$ cat src/rtl/seq_detect_pkg.sv
`default_nettype none
// ============================================================================
// Module   : seq_detect_pkg
// Brief    : Shared defaults and width helper for the serial pattern detector.
// Revision : 1.0 - initial release
// ============================================================================
package seq_detect_pkg;

    localparam int              PAT_LEN_DEF = 4;
    localparam logic [3:0]      PAT_RST_DEF = 4'b1011;
    localparam int              CNT_W_DEF   = 8;
    localparam int              FILL_W_DEF  = $clog2(PAT_LEN_DEF);

    // Fill counter must reach PAT_LEN-1.
    function automatic int fill_w(input int pat_len);
        return $clog2(pat_len);
    endfunction

endpackage
`default_nettype wire

$ cat src/rtl/seq_hist_shreg.sv
`default_nettype none
// ============================================================================
// Module   : seq_hist_shreg
// Brief    : PAT_LEN-1 bit history shift register with saturating fill count.
// Revision : 1.0 - initial release
// ============================================================================
module seq_hist_shreg
    import seq_detect_pkg::*;
#(
    parameter int PAT_LEN = PAT_LEN_DEF
) (
    input  logic               clk,
    input  logic               rst,
    input  logic               shift,
    input  logic               din,
    input  logic               flush,
    output logic [PAT_LEN-2:0] hist,
    output logic               full
);

    localparam int                 c_FILL_W   = fill_w(PAT_LEN);
    localparam logic [c_FILL_W-1:0] c_FILL_MAX = c_FILL_W'(PAT_LEN - 1);

    logic [PAT_LEN-2:0]  r_hist;
    logic [c_FILL_W-1:0] r_fill;
    logic [PAT_LEN-2:0]  w_hist_next;
    logic                w_full;

    generate
        if (PAT_LEN == 2) begin : g_hist_one
            assign w_hist_next = din;
        end else begin : g_hist_multi
            assign w_hist_next = {r_hist[PAT_LEN-3:0], din};
        end
    endgenerate

    assign w_full = (r_fill == c_FILL_MAX);

    always_ff @(posedge clk or posedge rst) begin
        if (rst) begin
            r_hist <= '0;
        end else if (shift) begin
            r_hist <= w_hist_next;
        end
    end

    // Flush wins over shift so a consumed match cannot seed the next one.
    always_ff @(posedge clk or posedge rst) begin
        if (rst) begin
            r_fill <= '0;
        end else if (flush) begin
            r_fill <= '0;
        end else if (shift && !w_full) begin
            r_fill <= r_fill + 1'b1;
        end
    end

    assign hist = r_hist;
    assign full = w_full;

endmodule
`default_nettype wire

$ cat src/rtl/seq_detect_param.sv
`default_nettype none
// ============================================================================
// Module   : seq_detect_param
// Brief    : Programmable Mealy serial-pattern detector with match counter.
// Revision : 1.0 - initial release
// ============================================================================
module seq_detect_param
    import seq_detect_pkg::*;
#(
    parameter int                 PAT_LEN = PAT_LEN_DEF,
    parameter logic [PAT_LEN-1:0] PAT_RST = PAT_RST_DEF,
    parameter int                 CNT_W   = CNT_W_DEF
) (
    input  logic               clk,
    input  logic               rst,
    input  logic               x,
    input  logic               x_valid,
    input  logic               overlap,
    input  logic               cfg_load,
    input  logic [PAT_LEN-1:0] cfg_pattern,
    input  logic               cnt_clr,
    output logic               y,
    output logic [CNT_W-1:0]   match_cnt,
    output logic               seen
);

    localparam logic [CNT_W-1:0] c_CNT_MAX = {CNT_W{1'b1}};

    logic [PAT_LEN-1:0] r_pat;
    logic [CNT_W-1:0]   r_match_cnt;
    logic               r_seen;
    logic [PAT_LEN-2:0] w_hist;
    logic               w_full;
    logic               w_shift;
    logic               w_flush;
    logic               w_match;

    assign w_shift = x_valid & ~cfg_load;
    assign w_match = w_shift & w_full & ({w_hist, x} == r_pat);
    assign w_flush = cfg_load | (w_match & ~overlap);

    seq_hist_shreg #(
        .PAT_LEN (PAT_LEN)
    ) u_hist (
        .clk   (clk),
        .rst   (rst),
        .shift (w_shift),
        .din   (x),
        .flush (w_flush),
        .hist  (w_hist),
        .full  (w_full)
    );

    always_ff @(posedge clk or posedge rst) begin
        if (rst) begin
            r_pat <= PAT_RST;
        end else if (cfg_load) begin
            r_pat <= cfg_pattern;
        end
    end

    // A clear in the same cycle as a match drops that match.
    always_ff @(posedge clk or posedge rst) begin
        if (rst) begin
            r_match_cnt <= '0;
            r_seen      <= 1'b0;
        end else if (cnt_clr) begin
            r_match_cnt <= '0;
            r_seen      <= 1'b0;
        end else if (w_match) begin
            if (r_match_cnt != c_CNT_MAX) begin
                r_match_cnt <= r_match_cnt + 1'b1;
            end
            r_seen <= 1'b1;
        end
    end

    assign y         = w_match;
    assign match_cnt = r_match_cnt;
    assign seen      = r_seen;

endmodule
`default_nettype wire

$ cat config.mk
export PLATFORM = sky130hd
export DESIGN_NAME = seq_detect_param
export DESIGN_NICKNAME = d
export VERILOG_FILES = /design/src/rtl/seq_detect_pkg.sv /design/src/rtl/seq_hist_shreg.sv /design/src/rtl/seq_detect_param.sv
export SDC_FILE = /design/constraint.sdc
export NUM_CORES = 1
export LEC_CHECK = 0
export BUFFER_PORTS_ARGS = -buffer_cell sky130_fd_sc_hd__clkbuf_2
export CAP_MARGIN = 40
export CELL_PAD_IN_SITES_DETAIL_PLACEMENT = 1
export CELL_PAD_IN_SITES_GLOBAL_PLACEMENT = 1
export CORE_AREA = 2 2 52 54
export CTS_CLUSTER_DIAMETER = 100
export CTS_CLUSTER_SIZE = 28
export DETAILED_ROUTE_END_ITERATION = 10
export DIE_AREA = 0 0 54 56
export PLACE_DENSITY = 0.8
export SYNTH_ARGS = -nofsm -noshare
export SYNTH_HDL_FRONTEND = slang
export SYNTH_HIERARCHICAL = 1
export SYNTH_SLANG_ARGS = --single-unit
$ cat constraint.sdc
create_clock -name clk -period 4.2 [get_ports clk]
set_clock_uncertainty 0.15 [all_clocks]
set_input_delay 0.42 -clock clk [delete_from_list [all_inputs] [get_ports clk]]
set_output_delay 0.42 -clock clk [all_outputs]
set_load 0.05 [all_outputs]
==> results.cfg, run 1 <==
[die]
placementRows = 18
io_pins = 21
die_area_sq_um = 3024
chipWidth_microns = 54
core_area_sq_um = 2432
fp.dieH_microns = 56
initial_core_util_pct = 38.43

[yosys]
async_flop_share_pct = 100.0
ys_seq_area_share_pct = 48.59
ys.warnings.count = 6
synth.top_cells.by_count = dfrtp_1, a21oi_1, inv_1, mux2_2
synth_top_area_cell = dfrtp_1
syn-instance-count = 88
synth.distinct_cells = 33
largest_cells_by_area_after_synthesis = dfrtp_1, dfstp_2, mux2_2
syn-cell-area_sq_um = 934.6
synth.top_cell.area_share_pct = 40.16
ys_seq_elements = 18
post-synth-top-count-cell = dfrtp_1
synth.net_count = 101
number_of_flops_mapped_to_enable_cells_by_yosys = 0
synth_flop_cell = dfrtp_1
syn-mean-instance-area_sq_um = 10.62

[setup_path]
ff2ff_path_depth = 5
timing.reg2reg.setup_slack_ns = 2.01
timing.critical_path.from_type = flop
path_class = flop to primary output
crit-reg2reg-capture = u_hist/r_fill[0]$_DFFE_PP0P_
setup.worst_path.end_class = primary output
worstPathRequired_ns = 3.63
worst-path-max-fanout = 15
timing.rr.start = r_pat[3]$_DFFE_PP1P_
cp.arrival_ns = 2.06

[layout]
area.growth.synth_to_final_pct = 18.07
drive_above_1_share_pct = 34.55
finalNetCount = 124
multi_input_area_sq_um = 439.2
area_taken_by_flip_flops_and_latches_sq_um = 454.2
fillers = 285
fin_util_pct = 45.37
count_of_antenna_diodes_in_the_layout = 0
stdcell_count = 140

[power]
vdd_drop_max_v = 0.0002254
cellLeakagePower_nw = 0.4975
powerDensity_nw_per_um2 = 314.2

[hold_path]
hold-path-endpoint = r_pat[1]$_DFFE_PP1P_
number_of_cells_on_the_worst_hold_path = 2
beginning_of_the_worst_hold_path = cfg_pattern[1]
hold_path_class = input pin to flop

[routing]
drt-vias-per-instance = 5.671
vias = 794
drt_pre_antenna_iters = 4
wl_per_cell_microns = 16.49
dr.first_iter.drc_count = 9
detail-route-antenna-nets = 0
wl_microns = 2309
detail_route.drc_violations = 0

[sta]
fin_tns_setup_ns = 0
final_min_period_over_clock_period_pct = 62.58
final.min_clock_period_ns = 2.628
clock.fmax_ghz = 0.3804
finalSetupViolCount = 0
hold_ws_ns = 0.2046
setup_repair_after_global_routing_missed_its_margin = no
tightest_slew_ns = 0.6073
number_of_max_slew_violations_in_the_final_report = 0
hold_violations = 0
slew-limit-headroom_pct = 59.36

[clock_network]
cts_sinks = 18
post-cts-setup-buffer-count = 0
worstSkewPairLatency_ns = 0.30
max-clock-path-buffers = 2
clk_transition_reported_paths_ns = 0.10
clock_tree_from_tritoncts = done
ctsHtreeMaxLevel = 1
cts_made_buffers = 3
root_buffer_cell = clkbuf_4

[global_route]
grt-ovfl-total = 0
antenna_found_initial = 0
grt_util_all_layers_pct = 17.33
first_global_vias = 851
maximum_number_of_pins_on_one_net_before_global_route_repair = 16
global_route_wire_length_before_repair_microns = 3795

[placed_design]
place_inst = 135
io_buffers = 20
routabilityCongestion = 0.7903
place_hpwl_microns = 1752

[flow_run]
number_of_violations_of_the_max_capacitance_limit = 0

[status]
status = completed
-- worst max-delay path, stage by stage, from the launching register on --
cell,delay (ns)
dfstp_2,0.57
o22ai_1,0.08
or4_4,0.63
inv_1,0.17
clkbuf_2,0.30
-- registers in the layout (all words and copies together), names as in the netlist --
name and cells:
r_pat 4, u_hist/r_fill 2, match_cnt 8, seen 1
u_hist/hist 3
-- cell usage in the layout, fill, tap and decap left out, types with 2 or more instances in the layout --
cell      count
inv_1         7
nand2b_1      4
nor2_1        4
clkbuf_4      3
ha_1          2
o31ai_1       4
nand2_1       2
or4_1         4
dfrtp_1      15
dfstp_2       3
nand4_1       2
mux2_2        7
or3_1         2
a21oi_1       7
nand3_1       2
clkbuf_2     20
and2_1        2
o21ai_0       4
-- worst max-delay path by stage --
stage                                 start                        to  slack (ns)  depth (start not counted)
2_1_floorplan                       x_valid  match_cnt[6]$_DFFE_PP0P_        1.99                          6
3_3_place_gp                       cfg_load                         y        1.73                          6
3_5_place_dp                       cfg_load                         y        1.65                          6
4_1_cts                r_pat[3]$_DFFE_PP1P_                         y        1.58                          4
5_1_grt        u_hist/r_fill[0]$_DFFE_PP0P_                         y        1.47                          5
6_report               r_pat[3]$_DFFE_PP1P_                         y        1.57                          4
-- where the power goes --
group	internal (mW)	leakage, nW	switching (mW)	total [mW]
clock	0.0529	0.0210	0.0546	0.107
sequential	0.187	0.232	0.00999	0.197
combinational	0.0226	0.245	0.0193	0.0419
-- cell type report --
type	count	share of cell area, %
inverter	7	2.381
clock buffer	4	3.288
tap	30	3.401
multi-input combinational	60	39.80
timing repair buffer	21	9.977
sequential	18	41.16
-- repair_timing --
action,CTS,global route
hold buffers,1,0
resized for setup,0,0
hold endpoints to repair,15,0
-- cells by family after synthesis --
logic type                 count (synthesis)  synth area share [%]
and+or+nand+nor                           29                 20.08
DFF                                       18                 48.59
AOI/OAI and AO/OA                         20                 13.25
xor gates and xnor gates                   1                0.9373
adders and majority gates                  2                 2.677
buffers and inverters                     10                 4.418
muxes                                      8                 10.04
-- metrics by stage --
step	worst slack [ns]	power [mW]	area [sq um]
final	1.572	0.3468	1104
after global routing	1.473	0.3667	1104
after CTS	1.576	0.3531	1104
after detailed placement	1.651	0.2416	1057
after global placement	1.730	0.2380	1057
after floorplan	1.993	0.2264	934.6
-- layer usage --
metal  wire, microns  vias to the layer above  global-route usage [%]
li1                -                      364                       -
met1             984                      398                   20.00
met2            1166                       24                   28.22
met3              83                        8                   3.495
met4              75                        0                   10.71
met5               0                        -                       0
Note: power is estimated with default switching activity, not from simulation.
==> run 2: changes to the inputs <==
--- a/config.mk
+++ b/config.mk
@@ -9,12 +9,12 @@
 export CAP_MARGIN = 40
 export CELL_PAD_IN_SITES_DETAIL_PLACEMENT = 1
 export CELL_PAD_IN_SITES_GLOBAL_PLACEMENT = 1
-export CORE_AREA = 2 2 52 54
+export CORE_AREA = 2 2 54 56
 export CTS_CLUSTER_DIAMETER = 100
 export CTS_CLUSTER_SIZE = 28
 export DETAILED_ROUTE_END_ITERATION = 10
-export DIE_AREA = 0 0 54 56
-export PLACE_DENSITY = 0.8
+export DIE_AREA = 0 0 56 58
+export PLACE_DENSITY = 0.78
 export SYNTH_ARGS = -nofsm -noshare
 export SYNTH_HDL_FRONTEND = slang
 export SYNTH_HIERARCHICAL = 1
==> constraint.sdc (replaced) <==
create_clock -name clk -period 2.1 [get_ports clk]
set_clock_uncertainty 0.15 [all_clocks]
set_input_delay 0.21 -clock clk [delete_from_list [all_inputs] [get_ports clk]]
set_output_delay 0.21 -clock clk [all_outputs]
set_load 0.05 [all_outputs]
==> run 2 against run 1 <==
Sequential cell count stayed put. Combinational power is 130% higher. Via count is 2.5% higher. Register-to-register slack worse by 2.1 ns. Power is 95% higher. Critical path type unchanged. The run now ends with negative setup slack left. Global-route usage is 2.1 points lower. Worst setup slack worse by 1.6 ns. Clock-buffer cell count stayed put. Sequential share of layout area is 3.6 points lower. Non-clock buffer count is 9 higher. Final cell count is 7.1% higher. Critical path depth stayed put.
==> results.cfg, run 2 (synthesized netlist as in run 1, its figures left out) <==
[routing]
dr.first_iter.drc_count = 9
detail-route-antenna-nets = 0
detail_route.drc_violations = 0
wl_per_cell_microns = 15.21
drt-vias-per-instance = 5.427
vias = 814
wl_microns = 2282
drt_pre_antenna_iters = 4

[sta]
clock.fmax_ghz = 0.4605
fin_tns_setup_ns = -0.1887
number_of_max_slew_violations_in_the_final_report = 0
slew-limit-headroom_pct = 64.48
final_min_period_over_clock_period_pct = 103.4
hold_ws_ns = 0.005754
setup_repair_after_global_routing_missed_its_margin = yes
finalSetupViolCount = 4
final.min_clock_period_ns = 2.172
layout_setup_ws_ns = -0.07153
hold_violations = 0
tightest_slew_ns = 0.5322

[setup_path]
setup.worst_path.end_class = primary output
path_class = flop to primary output
worstPathRequired_ns = 1.74
cp.buffers_inverters = 2
timing.critical_path.from_type = flop
path_delay_family = simple AND/OR/NAND/NOR gates
crit_path_start = r_pat[3]$_DFFE_PP1P_
timing.critical_path.slowest_cell_delay_ns = 0.60
worst-path-max-fanout = 8
crit_path_cell_trace = o22ai_2, or4_4, clkinvlp_4, clkbuf_16
timing.rr.start = r_pat[3]$_DFFE_PP1P_
slowest_stage = or4_4
cp.arrival_ns = 1.81

[clock_network]
cts_sinks = 18
clock_tree_from_tritoncts = done
root_buffer_cell = clkbuf_4
ctsHtreeMaxLevel = 1
worstSkewPairLatency_ns = 0.30
cts_made_buffers = 3
clk_transition_reported_paths_ns = 0.10
max-clock-path-buffers = 2

[global_route]
maximum_number_of_pins_on_one_net_before_global_route_repair = 14
global_route_wire_length_before_repair_microns = 3801
first_global_vias = 829
grt_util_all_layers_pct = 15.22
antenna_found_initial = 0
grt-ovfl-total = 0

[placed_design]
post_dp_cell_area_sq_um = 1095
place_hpwl_microns = 1701
io_buffers = 20
routabilityCongestion = 0.8061

[die]
initial_core_util_pct = 35.10
core_area_sq_um = 2663
chipWidth_microns = 56
die_area_sq_um = 3248
io_pins = 21
placementRows = 19
fp.dieH_microns = 58

[hold_path]
beginning_of_the_worst_hold_path = cfg_pattern[3]
hold_path_class = input pin to flop

[power]
cellLeakagePower_nw = 0.5292
design_power_total_mw = 0.6771
powerDensity_nw_per_um2 = 556.8
vdd_drop_max_v = 0.0003790

[layout]
most_common_cell_after_layout_fill_and_taps_aside = clkbuf_2
area.growth.synth_to_final_pct = 30.12
layout.cells.most_common_list = clkbuf_2, dfrtp_1, mux2_2, inv_1
post-route-cell-area_sq_um = 1216
fin_util_pct = 45.68
finalNetCount = 133
count_of_antenna_diodes_in_the_layout = 0
drive_above_1_share_pct = 42.02
largest_register_ff_count = 8

[status]
status = finished, violations left
violations_in_the_final_reports = negative setup slack

[flow_run]
number_of_violations_of_the_max_capacitance_limit = 0
## run 2: cell count changes in the layout (fill, tap and decap cells not counted), sizes merged
cell	change
inv	-1
buf	+6
clkinvlp	+1
dlygate4sd3	+3
## run 2: metal layers
layer  track usage [%]  routed length (microns)  vias up
met1             17.64                      970      410
met3             2.679                       89        3
li1                  -                        -      380
met2             27.90                     1188       21
met4             6.122                       34        0
met5                 0                        0        -
## run 2: stage by stage
step	instances	setup slack, ns
after floorplan	88	0.001169
after global routing	150	-0.1280
after global placement	140	0.05027
after CTS	149	-0.09010
final	150	-0.07153
after detailed placement	140	-0.02018
## run 2: worst register-to-register path, stage by stage, from the launching register on
cell,delay (ns)
dfstp_2,0.56
o22ai_2,0.06
or4_4,0.60
buf_4,0.17
or4_1,0.41
a21oi_1,0.14
## run 2: power by group
part           total, mW  leakage [nW]  switching [mW]  internal [mW]
clock              0.185        0.0150           0.111         0.0740
sequential         0.394         0.228          0.0195          0.375
combinational     0.0974         0.286          0.0400         0.0574
## run 2: final timing paths
| check | to | slack (ns) | cells after the start |
|---|---|---|---|
| max | y | -0.07 | 4 |
| min | r_pat[3]$_DFFE_PP1P_ | 0.006 | 2 |
| max reg2reg | match_cnt[7]$_DFFE_PP0P_ | -0.05 | 5 |
| min reg2reg | seen$_DFFE_PP0P_ | 0.36 | 2 |
| max in group asynchronous | match_cnt[0]$_DFFE_PP0P_ | 1.09 | 3 |
| min in group asynchronous | u_hist/r_fill[1]$_DFFE_PP0P_ | 0.18 | 3 |
## run 2: area by class of cell
cell class	instances	area, sq um
fill	309	1446
sequential	18	456.7
multi-input combinational	60	455.4
timing repair buffer	30	209.0
tap	31	38.79
inverter	7	30.03
clock buffer	4	26.28
## run 2: what timing repair did
item | 4_1_cts | 5_1_grt
setup buffers | 1 | 1
hold endpoints to repair | 18 | 0
hold buffers | 4 | 0
pin swaps | 3 | 6
gates resized for setup | 4 | 4
setup endpoints to repair | 6 | 10
==> run 3: changes to the inputs <==
==> constraint.sdc (replaced) <==
create_clock -name clk -period 2.1 [get_ports clk]
set_clock_uncertainty 0.15 [all_clocks]
set_input_delay 0.21 -clock clk [delete_from_list [all_inputs] [get_ports clk]]
set_output_delay 0.21 -clock clk [all_outputs]
set_load 0.01 [all_outputs]
==> run 3 against run 2 <==
The run still ends with negative setup slack left. Fmax is 0.28% higher. First-iteration DRC count is 78% higher. Worst setup slack better by 0.0061 ns. Combinational power is 22% higher. Worst hold slack better by 0.071 ns. Critical endpoint is now match_cnt[5]$_DFFE_PP0P_.
==> results.cfg, run 3 (synthesized netlist as in run 1, its figures left out) <==
[hold_path]
hold_path_class = input pin to flop
number_of_cells_on_the_worst_hold_path = 2
beginning_of_the_worst_hold_path = cnt_clr
hold-path-endpoint = match_cnt[7]$_DFFE_PP0P_

[global_route]
grt-ovfl-total = 0
use_met1_pct = 18.98
global_route.peak_usage_layer = met2
grt_use_met3_pct = 2.232
antenna_found_initial = 0
maximum_number_of_pins_on_one_net_before_global_route_repair = 14
first_global_vias = 884
global_route_wire_length_before_repair_microns = 4057
grt_util_met2_pct = 29.58
grt_util_all_layers_pct = 15.91

[routing]
wl_per_cell_microns = 15.72
wl_microns = 2453
drt-vias-per-instance = 5.391
drt_pre_antenna_iters = 4
vias = 841
dr.first_iter.drc_count = 16
detail_route.drc_violations = 0
detail-route-antenna-nets = 0

[sta]
hold_ws_ns = 0.07661
tightest_slew_ns = 0.5268
finalSetupViolCount = 3
number_of_max_slew_violations_in_the_final_report = 0
layout_setup_ws_ns = -0.06545
hold_violations = 0
setup_repair_after_global_routing_missed_its_margin = yes
final_min_period_over_clock_period_pct = 103.1
final.min_clock_period_ns = 2.165
slew-limit-headroom_pct = 64.84
clock.fmax_ghz = 0.4618

[setup_path]
timing.critical_path.slowest_cell_delay_ns = 0.62
crit-reg2reg-capture = match_cnt[5]$_DFFE_PP0P_
ff2ff_path_depth = 5
worst-path-max-fanout = 5
worstPathRequired_ns = 2.18
timing.reg2reg.setup_slack_ns = -0.07
setup.worst_path.end_class = flop
timing.rr.start = r_pat[2]$_DFFE_PP0P_
crit_path_cell_trace = nand2b_4, nand4_1, or4_4, or4_1, a21oi_2
cp.arrival_ns = 2.24
timing.critical_path.from_type = flop
path_class = flop to flop
slowest_stage = or4_4

[clock_network]
root_buffer_cell = clkbuf_4
clock_tree_from_tritoncts = done
clk_transition_reported_paths_ns = 0.11
cts_sinks = 18
max-clock-path-buffers = 2
worstSkewPairLatency_ns = 0.30
cts_made_buffers = 3
ctsHtreeMaxLevel = 1

[layout]
fillers = 291
finalNetCount = 139
multi_input_area_sq_um = 524.3
area.growth.synth_to_final_pct = 41.23
drive_above_1_share_pct = 52.80
layout.cells.most_common_list = clkbuf_2, dfrtp_1, buf_4, mux2_2
fin_util_pct = 49.58
count_of_antenna_diodes_in_the_layout = 0
most_common_cell_after_layout_fill_and_taps_aside = clkbuf_2
post-route-cell-area_sq_um = 1320
stdcell_count = 156
area_taken_by_flip_flops_and_latches_sq_um = 454.2
largest_register_ff_count = 8

[placed_design]
post_dp_cell_area_sq_um = 1081
routabilityCongestion = 0.7890
place_inst = 139
pre_cts_ws_ns = -0.03531
io_buffers = 20
place_hpwl_microns = 1709

[die]
io_pins = 21
chipWidth_microns = 56
core_area_sq_um = 2663
fp.dieH_microns = 58
placementRows = 19
die_area_sq_um = 3248
initial_core_util_pct = 35.10

[power]
powerDensity_nw_per_um2 = 554.2
vdd_drop_max_v = 0.0003492
cellLeakagePower_nw = 0.5873

[flow_run]
number_of_violations_of_the_max_capacitance_limit = 0

[status]
violations_in_the_final_reports = negative setup slack
status = finished, violations left
[run 3: cell types whose count changed in the layout (fill, tap and decap cells not counted), sizes merged]
cell,before,now
buf,6,10
dlygate4sd3,4,6
clkbuf,24,23
clkinvlp,1,0
inv,6,7
or4,5,6
[run 3: what timing repair did]
action | CTS | global route
pin swaps | 4 | 11
resized for setup | 4 | 20
buffers inserted | 2 | 4
hold endpoints to repair | 20 | 0
endpoints found under the setup margin | 6 | 10
hold buffers | 6 | 0
cloned | 1 | 0
[run 3: worst max path at each step]
stage	depth (start not counted)	slack, ns	endpoint	startpoint
2_1_floorplan	6	0.03	u_hist/r_fill[0]$_DFFE_PP0P_	r_pat[3]$_DFFE_PP1P_
3_3_place_gp	4	0.04	match_cnt[4]$_DFFE_PP0P_	r_pat[3]$_DFFE_PP1P_
3_5_place_dp	5	-0.04	u_hist/r_fill[0]$_DFFE_PP0P_	r_pat[3]$_DFFE_PP1P_
4_1_cts	4	-0.05	y	r_pat[3]$_DFFE_PP1P_
5_1_grt	5	-0.15	match_cnt[5]$_DFFE_PP0P_	u_hist/hist[1]$_DFFE_PP0P_
6_report	5	-0.07	match_cnt[5]$_DFFE_PP0P_	r_pat[2]$_DFFE_PP0P_
[run 3: power breakdown]
part           internal, mW  leakage (nW)  switching [mW]
clock                 0.106        0.0210           0.112
combinational        0.0689         0.335          0.0498
sequential            0.375         0.232          0.0202
[run 3: critical path, delay by kind of cell (launching register included)]
family	cells	cell delay (ns)
simple gates	4	1.37
flops	1	0.44
compound gates	1	0.14
[run 3: final cells by class]
type                    count  share of cell area [%]
multi-input cells          61                   39.72
flip-flops and latches     18                   34.41
repair buffers             35                   18.01
well taps                  31                   2.938
clock buffers               4                   2.749
inverters                   7                   2.180
[run 3: routing by layer]
| layer | up-vias | wire, microns |
|---|---|---|
| met5 | - | 0 |
| li1 | 394 | - |
| met1 | 428 | 1022 |
| met3 | 2 | 67 |
| met4 | 0 | 19 |
| met2 | 17 | 1344 |
[run 3: stage by stage]
stage | setup TNS, ns | total power [mW]
finish | -0.08499 | 0.7316
global route | -0.6143 | 0.7710
CTS | -0.05952 | 0.7321
detailed placement | -0.05613 | 0.4851
global placement | 0 | 0.4780
floorplan | 0 | 0.4527
